File: src/rtl/rff_reset_sequencer.sv
// Staged reset release for N_DOM negedge/async-reset register banks.
// Domains leave reset one at a time in index order, each gated by its ready ack.
module rff_reset_sequencer #(
   parameter int N_DOM       = 4,
   parameter int HOLD_CYC    = 8,
   parameter int GAP_CYC     = 4,
   parameter int ACK_TIMEOUT = 16,
   parameter int CW          = 8
) (
   input  logic                      clk,
   input  logic                      reset,
   input  logic                      req,
   input  logic [N_DOM-1:0]          dom_ack,
   output logic [N_DOM-1:0]          dom_rst,
   output logic [$clog2(N_DOM)-1:0]  cur_dom,
   output logic                      busy,
   output logic                      done,
   output logic [N_DOM-1:0]          timeout_err
);

   localparam int DW = $clog2(N_DOM);
   localparam logic [CW-1:0] HOLD_LAST = CW'(HOLD_CYC - 1);
   localparam logic [CW-1:0] ACK_LAST  = CW'(ACK_TIMEOUT - 1);
   // GAP runs one count past GAP_CYC-1; the cur_dom increment takes its own edge.
   localparam logic [CW-1:0] GAP_END   = CW'(GAP_CYC);
   localparam logic [DW-1:0] DOM_LAST  = DW'(N_DOM - 1);

   typedef enum logic [2:0] {
      S_HOLD,
      S_RELEASE,
      S_WAIT_ACK,
      S_GAP,
      S_DONE
   } state_t;

   state_t            r_state;
   logic [CW-1:0]     r_cnt;
   logic [N_DOM-1:0]  r_dom_rst;
   logic [DW-1:0]     r_cur_dom;
   logic              r_busy;
   logic              r_done;
   logic [N_DOM-1:0]  r_timeout_err;

   logic [N_DOM-1:0]  w_cur_onehot;
   logic              w_ack_cur;
   logic              w_last_dom;

   genvar gi;
   generate
      for (gi = 0; gi < N_DOM; gi++) begin : g_sel
         assign w_cur_onehot[gi] = (r_cur_dom == DW'(gi));
      end
   endgenerate

   // Only the domain currently being released may advance the sequence.
   assign w_ack_cur  = |(dom_ack & w_cur_onehot);
   assign w_last_dom = (r_cur_dom == DOM_LAST);

   always_ff @(posedge clk) begin
      if (reset) begin
         r_state       <= S_HOLD;
         r_cnt         <= '0;
         r_dom_rst     <= '1;
         r_cur_dom     <= '0;
         r_busy        <= 1'b1;
         r_done        <= 1'b0;
         r_timeout_err <= '0;
      end else begin
         case (r_state)
            S_HOLD: begin
               if (r_cnt == HOLD_LAST) begin
                  r_state <= S_RELEASE;
                  r_cnt   <= '0;
               end else begin
                  r_cnt <= r_cnt + CW'(1);
               end
            end

            S_RELEASE: begin
               r_dom_rst <= r_dom_rst & ~w_cur_onehot;
               r_state   <= S_WAIT_ACK;
               r_cnt     <= '0;
            end

            S_WAIT_ACK: begin
               if (w_ack_cur || (r_cnt == ACK_LAST)) begin
                  // A timed-out domain stays released; it is only flagged.
                  if (!w_ack_cur) begin
                     r_timeout_err <= r_timeout_err | w_cur_onehot;
                  end
                  if (w_last_dom) begin
                     r_state   <= S_DONE;
                     r_busy    <= 1'b0;
                     r_done    <= 1'b1;
                     r_dom_rst <= '0;
                  end else begin
                     r_state <= S_GAP;
                  end
                  r_cnt <= '0;
               end else begin
                  r_cnt <= r_cnt + CW'(1);
               end
            end

            S_GAP: begin
               if (r_cnt == GAP_END) begin
                  r_cur_dom <= r_cur_dom + DW'(1);
                  r_state   <= S_RELEASE;
                  r_cnt     <= '0;
               end else begin
                  r_cnt <= r_cnt + CW'(1);
               end
            end

            S_DONE: begin
               if (req) begin
                  r_state       <= S_HOLD;
                  r_cnt         <= '0;
                  r_dom_rst     <= '1;
                  r_cur_dom     <= '0;
                  r_busy        <= 1'b1;
                  r_done        <= 1'b0;
                  r_timeout_err <= '0;
               end
            end

            default: begin
               r_state <= S_HOLD;
               r_cnt   <= '0;
            end
         endcase
      end
   end

   assign dom_rst     = r_dom_rst;
   assign cur_dom     = r_cur_dom;
   assign busy        = r_busy;
   assign done        = r_done;
   assign timeout_err = r_timeout_err;

endmodule

File: config.mk
export PLATFORM = sky130hd
export DESIGN_NAME = rff_reset_sequencer
export DESIGN_NICKNAME = d
export VERILOG_FILES = /design/src/rtl/rff_reset_sequencer.sv
export SDC_FILE = /design/constraint.sdc
export NUM_CORES = 1
export LEC_CHECK = 0
export CAP_MARGIN = 5
export CELL_PAD_IN_SITES_DETAIL_PLACEMENT = 1
export CELL_PAD_IN_SITES_GLOBAL_PLACEMENT = 1
export CORE_MARGIN = 5
export CORE_UTILIZATION = 39
export DETAILED_ROUTE_END_ITERATION = 7
export PLACE_DENSITY = 0.86
export SLEW_MARGIN = 25
export SYNTH_ARGS = -nofsm -noshare
export SYNTH_HDL_FRONTEND = slang
export SYNTH_SLANG_ARGS = --single-unit
File: constraint.sdc
create_clock -name clk -period 2.07 [get_ports clk]
set_input_delay 0.414 -clock clk [delete_from_list [all_inputs] [get_ports clk]]
set_output_delay 0.414 -clock clk [all_outputs]
set_load 0.02 [all_outputs]
==> results_dict.tcl <==
set metrics [dict create \
    fin_util_pct 51.64 \
    hold_start "done" \
    slowest_delay_ns 0.57 \
    wl_per_cell_um 17.52 \
    place_inst 193 \
    whs_ns 0.4541 \
    grt_use_total_pct 17.61 \
    slew_headroom_pct 70.04 \
    final_common_cell "dfxtp_1" \
    cts_hold_repair.buffers 0 \
    avgViaCountPerCell 5.685 \
    placementRows 20 \
    antenna_found_initial 0 \
    core_area_um2 2978 \
    cp_top_family "simple AND/OR/NAND/NOR gates" \
    synth_cells 133 \
    drtPass1Iterations 4 \
    setup_viol 0 \
    die_area_um2 4222 \
    start_util_pct 39.58 \
    synth-xor-area-share_pct 0.7431 \
    drive_above_1_share_pct 18.29 \
    areaGrowthSynthToFinish_pct 30.47 \
    hold_depth 2 \
    cts_tree "done" \
    layout_common_cells "dfxtp_1, clkdlybuf4s50_1, nor2_1" \
    final_antenna_net_count 0 \
    cpMaxStageDelayCell "or4_4" \
    clock_latency_ns 0.32 \
    outcome "finished, final reports clean" \
    worstPathArrival_ns 2.29 \
    fillers 362 \
    synthesis.area_um2 1179 \
    num_io_pins 19 \
    multi_input_area_um2 710.7 \
    synth.area.mux_share_pct 0 \
    p_leak_nw 0.6212 \
    cp.required_ns 2.33 \
    io_buffers 18 \
    synth_simple_gate_area_share_pct 24.52 \
    period_share_pct 98.16 \
    ys_ff_latch 23 \
    root_buffer "clkbuf_4" \
    fin_cells 197 \
    path_cells "or4_4 > o2111ai_4 > buf_4 > nand3_2 > or4_1 > a21oi_1" \
    diodes 0 \
    via_count 1120 \
    clock_path_buffers 2 \
    regToRegSetupSlack_ns 0.04 \
    drc 0 \
    crit_fanout 4 \
    max_freq_mhz 492.2 \
    die_w_um 64.98 \
    critical_path_class "flip-flop to flip-flop" \
    cts_buffers 3 \
    overflow 0 \
    power_density_nw_per_um2 868.8 \
    hpwl_um 2640 \
    ff_latch_area_um2 462.9 \
    syn_nets 146 \
    critPathCaptureType "flip-flop" \
    fin_nets 178 \
    worst_pin_slew_ns 0.4474 \
    ys_warn_count 0 \
    gp_congestion 0.7833 \
    ys_seq_area_share_pct 39.07 \
    max-vdd-ir-drop_mv 0.4071 \
    grt_pass1_wl_um 5699 \
    finalClockSkew_ns 0.009346 \
    r2r_end "r_state[0]" \
    synthAdderAreaFrac_pct 6.369 \
    grt_pass1_vias 1198 \
    holdPathEnd "done" \
    syn_avg_cell_area_um2 8.862 \
    clock-sinks 23 \
    dr.first_iter.drc_count 43 \
    clkSlewWorstSetupHoldPaths_ns 0.13 \
    cp_num_buf_inv 1 \
    regToRegStartpoint "r_cnt[4]" \
    h-tree-depth 1 \
    start_kind "flip-flop" \
    yosysUniqueCellTypes 36 \
    finalWirelength_um 3452 \
    max-cap-violations 0 \
    r2r_cells 6 \
    fin_crit_ns 2.032 \
    finalHoldViolCount 0 \
    synth_top_family_by_area "compound AO/OA/AOI/OAI gates" \
    grt_max_degree 13 \
    synth_compound_area_share_pct 25.80 \
    hold_path_class "flip-flop to flip-flop" \
    die_y_um 64.98 \
    final_max_slew_viol_count 0 \
]
-- layout make-up --
cell class / count / share of cell area (%)
multi-input cells: 99 / 46.22
flip-flops and latches: 23 / 30.11
repair buffers: 29 / 17.09
well taps: 33 / 2.685
inverters: 9 / 2.197
clock buffers: 4 / 1.709
-- worst register-to-register path: cells and delay by family (launching register included) --
kind	cells	cell delay [ns]
and+or+nand+nor	3	1.06
AOI/OAI and AO/OA	2	0.40
DFF	1	0.33
buffers and inverters	1	0.18
-- layer usage --
metal	routed length [µm]	share of wire [%]	global-route usage, %	up-vias
met5	0	0	0	-
met4	55	1.6	6.332	0
met3	132	3.8	3.813	7
met2	1726	50	30.78	21
met1	1538	45	20.97	541
li1	-	-	-	551
-- metrics by stage --
step           instance area (µm²)  total power [mW]  setup WS, ns  TNS [ns]
2_1_floorplan                 1179            0.9111       0.03324         0
3_3_place_gp                  1475             1.058       0.05641         0
3_5_place_dp                  1475             1.098      -0.08798   -0.3656
4_1_cts                       1518             1.320       0.01319         0
5_1_grt                       1538             1.426      -0.01974  -0.02140
6_report                      1538             1.336       0.03812         0
-- worst max-delay path by stage --
stage | startpoint | end | slack (ns) | cells past startpoint
5_1_grt | r_cnt[4] | r_state[0] | -0.02 | 6
2_1_floorplan | cur_dom[0] | r_cnt[5] | 0.03 | 7
3_5_place_dp | dom_ack[0] | timeout_err[1] | -0.09 | 5
6_report | r_cnt[4] | r_state[0] | 0.04 | 6
3_3_place_gp | dom_ack[0] | r_state[0] | 0.06 | 7
4_1_cts | r_state[2] | r_cnt[3] | 0.01 | 5
-- power by group --
| group | switching (mW) | leakage, nW | internal [mW] | total, mW |
|---|---|---|---|---|
| registers | 0.0701 | 0.187 | 0.495 | 0.565 |
| logic | 0.287 | 0.419 | 0.269 | 0.557 |
| clock network | 0.139 | 0.0150 | 0.0756 | 0.214 |
| total | 0.496 | 0.621 | 0.840 | 1.34 |
-- sequential cells by signal, indices dropped and copies added, names as in the netlist --
name and flops:
r_state 3, done 1, r_cnt 8, timeout_err 4, cur_dom 2, busy 1, dom_rst 4
-- synthesized netlist by cell type --
cell	number	share of area [%]
nand2_1	9	2.9
a21o_1	3	1.9
or3_1	1	0.53
a22oi_1	5	3.2
a31oi_2	1	1.1
a22o_2	1	0.85
nand3b_1	2	1.3
o21ai_0	7	3.0
dfxtp_1	23	39
nor3b_1	2	1.3
and3b_1	1	0.74
o2111ai_4	1	2.2
and3_1	1	0.53
a221o_1	1	0.85
a22o_1	8	5.9
nor3b_2	1	1.1
xor2_1	1	0.74
a21oi_1	5	2.1
nor3_1	1	0.42
nor4_1	3	1.6
ha_1	6	6.4
nor2_1	16	5.1
nor2b_1	4	2.1
nor4b_1	1	0.74
a31o_2	2	1.5
or4_1	2	1.3
a21boi_1	1	0.64
o2111a_1	1	0.96
nand3_1	5	2.1
clkbuf_1	2	0.64
a31oi_1	3	1.6
or2_2	1	0.53
and2_1	1	0.53
or4_4	1	0.96
nand3_2	1	0.85
inv_1	9	2.9
-- cells by family (layout without fill, tap and decap cells) --
family,count (synthesis),in the layout
AND/OR/NAND/NOR,53,53
buffers and inverters,11,42
AO/OA/AOI/OAI,39,39
adder cells (fa/ha/maj),6,6
XOR/XNOR,1,1
flip-flops,23,23
-- timing repair --
| item | 4_1_cts | 5_1_grt |
|---|---|---|
| setup buffers | 0 | 0 |
| endpoints found under the setup margin | 5 | 10 |
| cloned | 0 | 0 |
| gates resized for setup | 3 | 5 |
Note: power is estimated with default switching activity, not from simulation.
